**config.mk**
```make
export PLATFORM = sky130hd
export DESIGN_NAME = sine_frame_rx
export DESIGN_NICKNAME = d
export VERILOG_FILES = /design/src/rtl/sine_frame_rx.sv
export SDC_FILE = /design/constraint.sdc
export NUM_CORES = 1
export LEC_CHECK = 0
export BUFFER_PORTS_ARGS = -buffer_cell sky130_fd_sc_hd__buf_2
export CAP_MARGIN = 20
export CORE_MARGIN = 2
export CORE_UTILIZATION = 60
export DETAILED_ROUTE_END_ITERATION = 16
export GPL_TIMING_DRIVEN = 0
export MAX_ROUTING_LAYER = met4
export PLACE_DENSITY = 0.81
export SLEW_MARGIN = 0
export SYNTH_ARGS = -nofsm -noshare
export SYNTH_HDL_FRONTEND = slang
export SYNTH_SLANG_ARGS = --single-unit
```
**constraint.sdc**
```tcl
create_clock -name clk -period 3.4 [get_ports clk]
set_input_delay 0.51 -clock clk [delete_from_list [all_inputs] [get_ports clk]]
set_output_delay 0.51 -clock clk [all_outputs]
set_load 0.02 [all_outputs]
```
**src/rtl/sine_frame_rx.sv**
```systemverilog
// -----------------------------------------------------------------------------
// sine_frame_rx
//
// Module-side decoder for the two-byte sine-sample frame broadcast by the main
// FPGA over UART. It sits directly behind a uart_rx instance in the same clock
// domain.
//
// Frame layout:
//   byte 1 : sin_index[11:4]
//   byte 2 : {sin_index[3:0], uart_id[3:0]}
// The sin_index PIPE_CODE combined with id 4'hA is the pipe-mode command.
//
// Optional feature macro:
//   SINE_FRAME_ID_FILTER_EN - when defined, only frames whose id equals
//                             MODULE_ID update sin_index/frame_id. When it is
//                             undefined, every well-formed non-pipe frame is
//                             accepted and the consumer filters on frame_id.
//
// Ports:
//   clk          in   1  : clock, shared with the feeding uart_rx
//   reset        in   1  : asynchronous reset, active low
//   rx_data      in   8  : received byte
//   rx_done      in   1  : byte-complete strobe (pulse or level)
//   parity_error in   1  : parity flag, qualified by the rx_done rising edge
//   sin_index    out 12  : last accepted sample, held between frames
//   frame_id     out  4  : id field of the last accepted frame
//   frame_valid  out  1  : one-cycle pulse when a new sample/id is presented
//   pipe_req     out  1  : one-cycle pulse on the pipe-mode command
//   frame_error  out  1  : one-cycle pulse on parity error or inter-byte timeout
//   err_count    out  8  : saturating count of frame_error pulses
// -----------------------------------------------------------------------------
module sine_frame_rx #(
    parameter logic [3:0]  MODULE_ID      = 4'h1,
    parameter logic [11:0] PIPE_CODE      = 12'hFFF,
    parameter int unsigned TIMEOUT_CYCLES = 4800
) (
    input  logic        clk,
    input  logic        reset,
    input  logic [7:0]  rx_data,
    input  logic        rx_done,
    input  logic        parity_error,
    output logic [11:0] sin_index,
    output logic [3:0]  frame_id,
    output logic        frame_valid,
    output logic        pipe_req,
    output logic        frame_error,
    output logic [7:0]  err_count
);

`ifdef SINE_FRAME_ID_FILTER_EN
    localparam bit FILTER_EN = 1'b1;
`else
    localparam bit FILTER_EN = 1'b0;
`endif

    localparam logic [3:0] PIPE_ID = 4'hA;
    localparam int         CNT_W   = $clog2(TIMEOUT_CYCLES + 1);
    localparam logic [CNT_W-1:0] CNT_MAX = CNT_W'(TIMEOUT_CYCLES);

    typedef enum logic {
        WAIT_HI,
        WAIT_LO
    } state_t;

    // -------------------------------------------------------------------------
    // Byte strobe: registered rising-edge detect on rx_done. The byte and its
    // parity flag are captured alongside the strobe so the FSM sees a
    // consistent triple one cycle after the edge.
    // -------------------------------------------------------------------------
    logic       rx_done_q;
    logic       strobe;
    logic [7:0] byte_q;
    logic       byte_bad;

    // NOTE: every sequential block uses non-blocking (<=) assignments so all
    // registers update together from values sampled at the same clock edge.
    always_ff @(posedge clk or negedge reset) begin
        if (!reset) begin
            rx_done_q <= 1'b0;
            strobe    <= 1'b0;
            byte_q    <= 8'h00;
            byte_bad  <= 1'b0;
        end else begin
            rx_done_q <= rx_done;
            strobe    <= rx_done & ~rx_done_q;
            byte_q    <= rx_data;
            byte_bad  <= parity_error;
        end
    end

    // -------------------------------------------------------------------------
    // Frame FSM
    // -------------------------------------------------------------------------
    state_t           state, state_next;
    logic [7:0]       hi, hi_next;
    logic [CNT_W-1:0] cnt, cnt_next;
    logic [11:0]      sin_next;
    logic [3:0]       id_next;
    logic             valid_next;
    logic             pipe_next;
    logic             err_next;

    logic [11:0] cand_index;
    logic [3:0]  cand_id;
    logic        id_ok;
    logic        is_pipe;

    assign cand_index = {hi, byte_q[7:4]};
    assign cand_id    = byte_q[3:0];
    assign id_ok      = !FILTER_EN || (cand_id == MODULE_ID);
    assign is_pipe    = (cand_id == PIPE_ID) && (cand_index == PIPE_CODE);

    always_ff @(posedge clk or negedge reset) begin
        if (!reset) begin
            state       <= WAIT_HI;
            hi          <= 8'h00;
            cnt         <= '0;
            sin_index   <= 12'h000;
            frame_id    <= 4'h0;
            frame_valid <= 1'b0;
            pipe_req    <= 1'b0;
            frame_error <= 1'b0;
            err_count   <= 8'h00;
        end else begin
            state       <= state_next;
            hi          <= hi_next;
            cnt         <= cnt_next;
            sin_index   <= sin_next;
            frame_id    <= id_next;
            frame_valid <= valid_next;
            pipe_req    <= pipe_next;
            frame_error <= err_next;
            if (err_next && (err_count != 8'hFF)) begin
                err_count <= err_count + 8'h01;
            end
        end
    end

    // NOTE: every signal driven here gets a default first, so no path through
    // the case/if tree leaves it unassigned and no latch is inferred.
    always_comb begin
        state_next = state;
        hi_next    = hi;
        cnt_next   = cnt;
        sin_next   = sin_index;
        id_next    = frame_id;
        valid_next = 1'b0;
        pipe_next  = 1'b0;
        err_next   = 1'b0;

        case (state)
            WAIT_HI: begin
                if (strobe) begin
                    if (byte_bad) begin
                        err_next = 1'b1;
                    end else begin
                        hi_next    = byte_q;
                        cnt_next   = '0;
                        state_next = WAIT_LO;
                    end
                end
            end

            WAIT_LO: begin
                // A strobe wins over the timeout, including in the cycle the
                // counter has just reached its limit.
                if (strobe) begin
                    state_next = WAIT_HI;
                    if (byte_bad) begin
                        err_next = 1'b1;
                    end else if (is_pipe) begin
                        pipe_next = 1'b1;
                    end else if (id_ok) begin
                        sin_next   = cand_index;
                        id_next    = cand_id;
                        valid_next = 1'b1;
                    end
                end else if (cnt == CNT_MAX) begin
                    err_next   = 1'b1;
                    state_next = WAIT_HI;
                end else begin
                    cnt_next = cnt + 1'b1;
                end
            end
        endcase
    end

endmodule

```
==> metrics.md, run 1 <==
| Metric | Value |
|---|---|
| Global-route wire length before repair | 8.61 mm |
| Worst min-delay path class | primary input to asynchronous set/reset pin |
| Number of storage elements in the synthesis netlist | 60 |
| Maximum number of buffers from clock root to sink | 2 |
| Total Nets Final | 263 |
| Worst-path fanout max | 6 |
| Post-DP HPWL | 3.54 mm |
| Largest cells by area after synthesis | dfrtp_1 (56%), mux2_2 (7.1%), mux2_4 (5.6%) |
| Number of global-route vias before repair | 1801 |
| Number of clock buffers inserted by TritonCTS | 9 |
| Share of the cycle needed by the critical path after routing | 0.602 |
| Top_reg_cell synth | dfrtp_1 |
| Global router's overall resource usage | 0.229 |
| Residual antenna-violating net count after detailed routing | 0 |
| Number of filler cells placed in the layout | 296 |
| Die span in x | between 70 and 80 um |
| Fraction of post-synthesis cell area in the top cell type by area | 0.560 |
| Share of final-layout standard cells stronger than drive strength 1 | 0.398 |
| Number of flops mapped to enable cells by yosys | 0 |
| Number of I/O port buffers | 38 |
| Max-Slew Margin vs Limit | 0.499 |
| Insertion delay to the later sink of the worst-skew pair | 0.32 ns |
| Synth Cell Area | 2680 um2 |
| Kind of capture point of the worst setup path | flop |
| Standard-cell rows | 24 |
| Layout Skew | between 0.006 and 0.007 ns |
| VDD IR-drop max | 0.489 mV |
| ANT cells | 0 |
| Final weighted congestion in routability-driven placement | 0.758 |
| Busiest metal layer after global routing | met2 |
| Met2 routing resource usage after global routing | 0.340 |
| Met1 track utilization from global routing | 0.312 |
| Commonest cells in the netlist | dfrtp_1 (60), mux2_2 (17), mux2_4 (10), nand4_1 (10) |
| Overall via count from detail_route | 1744 |
| Bufs and invs on worst path | 1 |
| Pre-antenna DRT Iters | 4 |
| RSZ-0062 raised after global routing | no |
| Residual DRC | 0 |
| Final wirelength | 5.01 mm |
| Clock tree root buffer cell | clkbuf_8 |
| Register area | ~1500 um2 |
| Final setup violation count | 0 |
| Critical-path cell with the highest stage delay | dfrtp_1 |
| Run status | complete, no violations |
| Most frequent cell after synthesis | dfrtp_1 |
| Initial Utilization | 0.620 |
| TritonCTS clock tree | done |
| Die Footprint | 5020 um2 |
| Total area of multi-input combinational cells | 1120 um2 |
| Sink count of the clock tree | 60 |
| Total number of H-tree levels | 3 |
| Post-CTS repair timing setup buffer count | 0 |
| Yosys Warn Count | 0 |
| DRC violation total after the first TritonRoute iteration | 100 |
| Number of slew-limit violations in the final report | 0 |
| Core area | 4320 um2 |
| Clock slew seen by the registers of the worst setup and hold paths | 0.07 ns |
| Number of max-cap violations | 0 |
| Slew of the pin with the lowest slew margin | 0.749 ns |
| Die height | 70.9 um |
| Number of I/O pins | 39 |
| Hold buffer count at cts | 0 |
| Wire length per cell | about 17 um |
| GRT overflow | 0 |
| Syn nets | 213 |
| Met3 routing resource usage after global routing | 0.0541 |
| Worst path arrival time | 2.26 ns |
| Share of flip-flops with an asynchronous set or reset | 1.00 |
| Final Hold Viols | 0 |
| Most area-hungry cell type in the Yosys netlist | dfrtp_1 |
| Ratio of total power to cell area | 698 nW/um2 |
| Count of instances resized after the clock tree is built | 0 |
| Number of unique standard cell types used by synthesis | 45 |
| P_leak | 1.49 nW |
| Antenna violations before repair | 0 |
| Signed area change from the synthesized netlist to the final layout | 16.8% |
| Vias/cell | 5.76 |
| Average instance area after synthesis | 13.6 um2 |
| Sequential-to-total area share from yosys stat | 0.560 |
| Synthesized instance count | a little under 200 |
| Delay of the slowest cell on the worst path | 0.41 ns |
| Min Clock Period, post-route | a little over 2 ns |
| Largest net degree at the start of global routing | 33 |
| Top Family by Delay on Critical Path | simple AND/OR/NAND/NOR gates |
| Startpoint kind of the worst setup timing path | flop |
| TNS Setup | 0 ns |
| Achievable frequency | between 400 and 500 MHz |
| CP cell instances | inv_1 > ha_1 > nor4b_4 > nand4_2 > a211oi_1 > mux2_1 |
| Utilization of the core after routing | 0.725 |
| Start-to-end type of the worst setup path | flop to flop |
| Required time at the worst-slack endpoint | roughly 3.6 ns |
state kept, by name, indices dropped and copies added, names as in the netlist:
| name | count |
|---|---|
| pipe_req | 1 |
| byte_q | 8 |
| err_count | 8 |
| byte_bad | 1 |
| strobe | 1 |
| cnt | 13 |
| hi | 8 |
| frame_valid | 1 |
| frame_id | 4 |
| sin_index | 12 |
| state | 1 |
| frame_error | 1 |
| rx_done_q | 1 |
per-stage QoR:
stage | setup slack, ns | hold slack (ns) | power, mW | area (um2) | cells
2_1_floorplan | 1.64 | 0.214 | 1.41 | 2680 | 197
3_3_place_gp | 1.45 | 0.386 | 1.60 | 2940 | 287
3_5_place_dp | 1.41 | 0.394 | 1.63 | 2960 | 288
4_1_cts | 1.37 | 0.227 | 2.20 | 3130 | 303
5_1_grt | 1.26 | 0.251 | 2.30 | 3130 | 303
6_report | 1.35 | 0.219 | 2.19 | 3130 | 303
worst reg2reg max path: cells and delay by family, from the launching register on:
family                   cells  cell delay (ns)
AND/OR/NAND/NOR              2             0.55
flip-flops                   1             0.41
AO/OA/AOI/OAI                1             0.35
multiplexers                 1             0.35
adder cells (fa/ha/maj)      1             0.18
buffers and inverters        1             0.10
where the power goes:
group	leakage, nW	internal (mW)	switching [mW]	total, mW
Clock	0.0872	0.297	0.269	0.566
Sequential	0.758	0.874	0.134	1.01
Combinational	0.644	0.289	0.323	0.612
Total	1.49	1.46	0.726	2.19
path summary, 6_finish.rpt:
check,startpoint,to,slack (ns),depth (start not counted)
hold reg to reg,rx_done_q$_DFF_PN0_,strobe$_DFF_PN0_,0.41,1
min in group clk,rx_data[1],byte_q[1]$_DFF_PN0_,0.29,1
hold / removal,reset,cnt[8]$_DFFE_PN0P_,0.22,1
max in group asynchronous,reset,sin_index[2]$_DFFE_PN0P_,2.59,2
setup reg to reg,cnt[0]$_DFFE_PN0P_,err_count[5]$_DFFE_PN0P_,1.35,6
setup / recovery,cnt[0]$_DFFE_PN0P_,err_count[5]$_DFFE_PN0P_,1.35,6
cells by family after synthesis:
logic type      synth area share
simple gates               0.164
mux                        0.147
flops                      0.560
xor+xnor                  0.0196
compound gates            0.0686
fa+ha+maj                 0.0187
buf+inv                   0.0215
layout make-up:
type | instances | area share
Inverter | 4 | 0.00479
Multi-Input combinational cell | 128 | 0.358
Tap cell | 52 | 0.0208
Clock buffer | 11 | 0.0483
Timing Repair Buffer | 39 | 0.0671
Clock inverter | 4 | 0.00799
Sequential cell | 60 | 0.479
Buffer | 5 | 0.0136
cell usage in the layout (no fill, tap or decap), types with 5 or more instances in the layout:
master    instances
mux2_2           17
a21oi_1           8
nor2_1            5
nand4_1          10
xor2_1            6
buf_2            38
a22o_1            5
nand2_1           8
mux2_4           10
clkbuf_8         11
nand3_1           6
dfrtp_1          60
routing by layer:
layer	wire, um	vias to the layer above
li1	-	827
met1	2260	858
met2	2450	49
met3	223	10
met4	79	0
met5	0	-
Power figures use the tool's default switching activity.
==> run 2, diff against run 1 <==
CORE_UTILIZATION = 56   (was 60)
PLACE_DENSITY = 0.76   (was 0.81)
clock period = 2.1 ns   (was 3.4 ns; I/O delays follow)
==> run 2 against run 1 <==
  * Core utilization fell by 3.6 points
  * First-iteration DRC count rose by 8.0%
  * Sequential share of layout area fell by 1.1 points
==> metrics.md, run 2 (synthesized netlist as in run 1, its figures left out) <==
| Metric | Value |
|---|---|
| Run status | complete, no violations |
| Uppermost layer routed | met4 |
| Number of cells traversed by the worst hold path | 1 |
| Achievable frequency | 514 MHz (+5.3%) |
| Signed area change from the synthesized netlist to the final layout | 19.6% |
| Standard-cell rows | 25 (+4.2%) |
| Number of global-route vias before repair | 1729 (-4.0%) |
| Die height | 73.2 um (+3.3%) |
| TritonCTS clock tree | done |
| Layout Skew | 0.00744 ns (+0.000592 ns) |
| Final worst-path setup slack | 0.154 ns (-1.20 ns) |
| Sequential cell fraction of total power | 0.432 (-0.029) |
| Largest net degree at the start of global routing | 43 (+30%) |
| Global-route wire length before repair | 8.18 mm (-5.0%) |
| Worst path arrival time | 2.16 ns (-0.10 ns) |
| Wire length per cell | 16.2 um (-2.0%) |
| Die Footprint | 5360 um2 (+6.7%) |
| Number of I/O port buffers | 38 (unchanged) |
| Met2 WL | 2.41 mm (-1.7%) |
| Pre-CTS worst setup slack | 0.128 ns (-1.29 ns) |
| Post-CTS repair timing setup buffer count | 0 (unchanged) |
| Pint | 2.61 mW (+79%) |
| Vias/cell | 5.71 (-0.75%) |
| Share of the cycle needed by the critical path after routing | 0.926 (+0.324) |
| Core area | 4660 um2 (+7.8%) |
| VDD IR-drop max | 0.955 mV (+95%) |
| Number of I/O pins | 39 (unchanged) |
| Residual antenna-violating net count after detailed routing | 0 (unchanged) |
| Final weighted congestion in routability-driven placement | 0.798 (+5.4%) |
| Sink count of the clock tree | 60 (unchanged) |
| Switching share of total power | 0.310 (-0.0223) |
| GRT overflow | 0 (unchanged) |
| Required time at the worst-slack endpoint | 2.32 ns (-1.29 ns) |
| Global router's overall resource usage | 0.214 (-0.0151) |
| Startpoint kind of the worst setup timing path | flop |
| Registers with the most flip-flops | cnt x13, sin_index x12 |
| Ratio of total power to cell area | 1180 nW/um2 (+69%) |
| Worst-path fanout max | 10 (+4) |
| Number of max-cap violations | 0 (unchanged) |
| Final Hold Viols | 0 (unchanged) |
| Residual DRC | 0 (unchanged) |
| Initial Utilization | 0.575 (-0.0448) |
| Number of slew-limit violations in the final report | 0 (unchanged) |
| Sw Pwr | 1.17 mW (+61%) |
| Kind of capture point of the worst setup path | flop |
| Pre-antenna DRT Iters | 4 (unchanged) |
| Proportion of power drawn by the clock network | 0.307 (+0.048) |
| P_leak | 1.52 nW (+1.9%) |
| Die span in x | 73.2 um (+3.3%) |
| DRC violation total after the first TritonRoute iteration | 108 (+8.0%) |
| Maximum number of buffers from clock root to sink | 2 (unchanged) |
| Post-DP HPWL | 3.46 mm (-2.4%) |
| ANT cells | 0 (unchanged) |
| Met1 layer wirelength in the final routing | 2.25 mm (-0.62%) |
| Clock tree root buffer cell | clkbuf_8 |
| Number of filler cells placed in the layout | 327 (+10%) |
| RSZ-0062 raised after global routing | no |
| Share of final-layout standard cells stronger than drive strength 1 | 0.401 (+0.00239) |
| Most common cell after layout, fill and taps aside | dfrtp_1 |
| Most frequent cells in the layout | dfrtp_1 (60), buf_2 (38), mux2_2 (17) |
| Total number of H-tree levels | 3 (unchanged) |
| Min Clock Period, post-route | 1.95 ns (-0.103 ns) |
| Overall via count from detail_route | 1748 (+0.23%) |
| TNS Setup | 0 ns (unchanged) |
| Start-to-end type of the worst setup path | flop to flop |
| Slew of the pin with the lowest slew margin | 0.721 ns (-0.0278 ns) |
| Worst min-delay path class | primary input to flop |
| Post-Route Hold Slack | 0.0780 ns (-0.141 ns) |
| Max reg flops | 13 (unchanged) |
| Final wirelength | 4.96 mm (-1.0%) |
| Insertion delay to the later sink of the worst-skew pair | 0.34 ns (+0.02 ns) |
| Total Power | 3.78 mW (+73%) |
| Clock slew seen by the registers of the worst setup and hold paths | 0.07 ns (about the same) |
| Met3 layer wire length in the routed design | 187 um (-16%) |
| Max-Slew Margin vs Limit | 0.517 (+0.0186) |
| Reg2Reg Depth | 6 (unchanged) |
| Number of clock buffers inserted by TritonCTS | 9 (unchanged) |
| Final setup violation count | 0 (unchanged) |
| Top reg by flops | cnt |
| Total Nets Final | 264 (+0.38%) |
| Antenna violations before repair | 0 (unchanged) |
| Share of total power in combinational logic | 0.261 (-0.019) |
-- run 2: cell count changes in the layout (fill, tap and decap cells not counted) --
cell and change:
a211oi_1 -1, a211oi_2 +1, bufinv_16 +2, clkinv_2 -1, clkinvlp_4 -1, dlygate4sd3_1 +1, nand4_2 -1, nand4_4 +1
-- run 2: metrics by stage --
stage          cells  instance area (um2)  utilization
2_1_floorplan    197                 2680            -
6_report         306                 3210        0.688
5_1_grt          306                 3210        0.688
3_3_place_gp     289                 2940        0.631
3_5_place_dp     290                 2960        0.635
4_1_cts          306                 3190        0.685
-- run 2: timing repair --
| action | CTS | global route |
|---|---|---|
| gates resized for setup | 0 | 2 |
| hold buffers | 1 | 0 |
| endpoints found under the setup margin | 0 | 1 |
| hold endpoints to repair | 18 | 0 |
-- run 2: worst paths after layout --
check,end,start,slack [ns]
worst min register to register,strobe$_DFF_PN0_,rx_done_q$_DFF_PN0_,0.40
worst max register to register,sin_index[1]$_DFFE_PN0P_,byte_q[2]$_DFF_PN0_,0.15
worst min-delay path,byte_q[2]$_DFF_PN0_,rx_data[2],0.08
max in group asynchronous,state$_DFF_PN0_,reset,1.08
min in group asynchronous,cnt[9]$_DFFE_PN0P_,reset,0.45
worst max-delay path,sin_index[1]$_DFFE_PN0P_,byte_q[2]$_DFF_PN0_,0.15
-- run 2: area by class of cell --
cell class / instances / area (um2) / share of cell area
Buffer: 5 / 42.5 / 0.0133
Clock buffer: 11 / 151 / 0.0472
Clock inverter: 4 / 72.6 / 0.0226
Inverter: 4 / 15.0 / 0.00468
Multi-Input combinational cell: 128 / 1140 / 0.354
Sequential cell: 60 / 1500 / 0.468
Tap cell: 54 / 67.6 / 0.0211
Timing Repair Buffer: 40 / 220 / 0.0687
-- run 2: layer usage --
layer	GRT usage	vias to the layer above
met3	0.0414	11
met2	0.316	41
met4	0.111	0
li1	-	827
met1	0.279	869
met5	-	-
-- run 2: critical path, cell delays in order, from the launching register on --
cell and delay, ns:
dfrtp_1 0.39, nand4bb_1 0.22, nor4_2 0.36, or3b_1 0.17, buf_4 0.17, buf_6 0.19, mux2_4 0.31
-- run 2: power groups by stage --
stage	clock [mW]	combinational [mW]	sequential, mW
2_1_floorplan	0	0.469	1.82
3_3_place_gp	0	0.956	1.64
3_5_place_dp	0	0.983	1.65
4_1_cts	1.18	0.991	1.63
5_1_grt	1.22	1.07	1.67
6_report	1.16	0.985	1.63
==> run 3, diff against run 2 <==
BUFFER_PORTS_ARGS = -buffer_cell sky130_fd_sc_hd__buf_4   (was -buffer_cell sky130_fd_sc_hd__buf_2)
==> run 3 against run 2 <==
  * Setup slack worse by 0.047 ns
  * Final cell count stayed put
  * First-iteration DRC count up 7.4%
  * Global-route usage rose by 0.39 points
  * Flip-flop and latch count unchanged
  * Core utilization rose by 1.5 points
  * Count of clock-buffer cells in the layout stayed put
  * Non-clock buffer count decreased by 1
  * Clock skew decreased by 0.0018 ns
  * Wire length is 0.10% lower
  * Critical path type unchanged
  * Largest cell class unchanged
==> metrics.md, run 3 (synthesized netlist as in run 1, its figures left out) <==
| Metric | Value |
|---|---|
| Core area | 4660 um2 (unchanged) |
| Cell depth of the worst setup path | 6 (unchanged) |
| TritonCTS clock tree | done |
| DRC violation total after the first TritonRoute iteration | 116 (+7.4%) |
| Number of I/O pins | 39 (unchanged) |
| End of the worst register-to-register path | err_count[5]$_DFFE_PN0P_ |
| Final weighted congestion in routability-driven placement | 0.789 (-1.1%) |
| Largest net degree at the start of global routing | 61 (+42%) |
| Global router's overall resource usage | 0.218 (+0.00394) |
| Max reg flops | 13 (unchanged) |
| Most frequent cells in the layout | dfrtp_1 (60), buf_4 (41), mux2_2 (17) |
| Achievable frequency | 502 MHz (-2.4%) |
| Worst-path fanout max | 6 (-4) |
| Vias/cell | 5.84 (+2.2%) |
| Clock slew seen by the registers of the worst setup and hold paths | 0.06 ns (about the same) |
| Residual antenna-violating net count after detailed routing | 0 (unchanged) |
| Overall via count from detail_route | 1787 (+2.2%) |
| ANT cells | 0 (unchanged) |
| Die Footprint | 5360 um2 (unchanged) |
| Bufs and invs on worst path | 1 (-1) |
| Die span in x | 73.2 um (unchanged) |
| Ratio of total power to cell area | 1190 nW/um2 (+1.3%) |
| Worst path arrival time | 2.21 ns (+0.05 ns) |
| Standard-cell rows | 25 (unchanged) |
| Share of the cycle needed by the critical path after routing | 0.949 (+0.0224) |
| Delay of the slowest cell on the worst path | 0.43 ns (+0.04 ns) |
| Final setup violation count | 0 (unchanged) |
| Min Clock Period, post-route | 1.99 ns (+0.0470 ns) |
| Startpoint kind of the worst setup timing path | flop |
| Antenna violations before repair | 0 (unchanged) |
| Insertion delay to the later sink of the worst-skew pair | 0.33 ns (about the same) |
| Number of global-route vias before repair | 1770 (+2.4%) |
| VDD IR-drop max | 0.735 mV (-23%) |
| Critical-path cell with the highest stage delay | dfrtp_1 |
| TNS Setup | 0 ns (unchanged) |
| Reg2Reg Depth | 6 (unchanged) |
| Number of clock buffers inserted by TritonCTS | 9 (unchanged) |
| Top Family by Delay on Critical Path | simple AND/OR/NAND/NOR gates |
| Run status | complete, no violations |
| CP cell instances | inv_2 > ha_1 > nor4b_4 > nand4_4 > a211oi_2 > mux2_1 |
| Registers with the most flip-flops | cnt x13, sin_index x12 |
| Global-route wire length before repair | 8.38 mm (+2.4%) |
| Signed area change from the synthesized netlist to the final layout | 22.2% |
| Pre-antenna DRT Iters | 4 (unchanged) |
| Total number of H-tree levels | 3 (unchanged) |
| Slew of the pin with the lowest slew margin | 0.734 ns (+0.0130 ns) |
| Number of max-cap violations | 0 (unchanged) |
| Hold buffer count at cts | 0 (-1) |
| Final worst-path setup slack | 0.107 ns (-0.0470 ns) |
| Share of final-layout standard cells stronger than drive strength 1 | 0.409 (+0.00794) |
| Maximum number of buffers from clock root to sink | 2 (unchanged) |
| Clock tree root buffer cell | clkbuf_8 |
| Residual DRC | 0 (unchanged) |
| Number of slew-limit violations in the final report | 0 (unchanged) |
| Post-DP HPWL | 3.34 mm (-3.5%) |
| Start-to-end type of the worst setup path | flop to flop |
| Initial Utilization | 0.575 (unchanged) |
| Number of I/O port buffers | 38 (unchanged) |
| Worst setup path startpoint | cnt[0]$_DFFE_PN0P_ |
| Layout Skew | 0.00562 ns (-0.00182 ns) |
| FF-to-FF setup slack | 0.11 ns (-0.05 ns) |
| Max-Slew Margin vs Limit | 0.508 (-0.00870) |
| Most common cell after layout, fill and taps aside | dfrtp_1 |
| Pre-CTS worst setup slack | 0.0570 ns (-0.0713 ns) |
| Die height | 73.2 um (unchanged) |
| Final Hold Viols | 0 (unchanged) |
| Kind of capture point of the worst setup path | flop |
| Final wirelength | 4.96 mm (-0.10%) |
| Post-Route Hold Slack | 0.0247 ns (-0.0533 ns) |
| GRT overflow | 0 (unchanged) |
| RSZ-0062 raised after global routing | no |
| Wire length per cell | 16.2 um (-0.10%) |
| P_leak | 1.53 nW (+0.96%) |
| Beginning of the worst register-to-register path | cnt[0]$_DFFE_PN0P_ |
| Required time at the worst-slack endpoint | 2.32 ns (about the same) |
| Worst min-delay path class | primary input to asynchronous set/reset pin |
| Sink count of the clock tree | 60 (unchanged) |
| Top reg by flops | cnt |
| Total Nets Final | 263 (-0.38%) |
| End of the critical path | err_count[5]$_DFFE_PN0P_ |
[run 3: cell count changes in the layout (fill, tap and decap cells not counted), sizes merged]
cell and change:
clkinv +2, clkinvlp -1, dlygate4sd3 -1
[run 3: repair_timing]
item / in CTS / in global routing
gates resized for setup: 0 / 4
setup buffers: 0 / 1
setup endpoints to repair: 0 / 5
[run 3: layout make-up]
cell class,count,area [um2]
Clock inverter,5,75.1
Clock buffer,11,141
Timing Repair Buffer,39,293
Tap cell,54,67.6
Multi-Input combinational cell,128,1140
Fill cell,335,1380
Buffer,5,42.5
Inverter,4,15.0
Sequential cell,60,1500
[run 3: metrics by stage]
stage	std cells	total power [mW]	area [um2]	utilization
5_1_grt	306	4.10	3280	0.703
4_1_cts	305	3.90	3250	0.697
3_3_place_gp	289	2.71	3030	0.651
2_1_floorplan	197	2.29	2680	-
3_5_place_dp	289	2.75	3030	0.651
6_report	306	3.91	3280	0.703
[run 3: how the worst min path moves through the flow]
stage / to / slack [ns]
5_1_grt: byte_q[5]$_DFF_PN0_ / 0.07
3_5_place_dp: strobe$_DFF_PN0_ / 0.40
4_1_cts: byte_q[3]$_DFF_PN0_ / 0.06
3_3_place_gp: strobe$_DFF_PN0_ / 0.39
2_1_floorplan: byte_bad$_DFF_PN0_ / 0.02
6_report: cnt[9]$_DFFE_PN0P_ / 0.02
[run 3: where the power goes]
| part | leakage, nW | internal [mW] | switching [mW] | total [mW] |
|---|---|---|---|---|
| clock | 0.113 | 0.695 | 0.439 | 1.13 |
| combinational | 0.661 | 0.592 | 0.541 | 1.13 |
| sequential | 0.758 | 1.41 | 0.229 | 1.64 |
| total | 1.53 | 2.70 | 1.21 | 3.91 |
[run 3: worst reg2reg max path: stages, from the launching register on]
cell and delay (ns):
dfrtp_1 0.43, inv_2 0.10, ha_1 0.19, nor4b_4 0.35, nand4_4 0.20, a211oi_2 0.28
mux2_1 0.34
[run 3: per-layer routing]
layer,global-route usage,vias to the layer above,part of all wire
li1,-,833,-
met1,0.277,907,0.47
met2,0.323,41,0.48
met3,0.0442,6,0.045
met4,0.123,0,0.012
met5,-,-,0
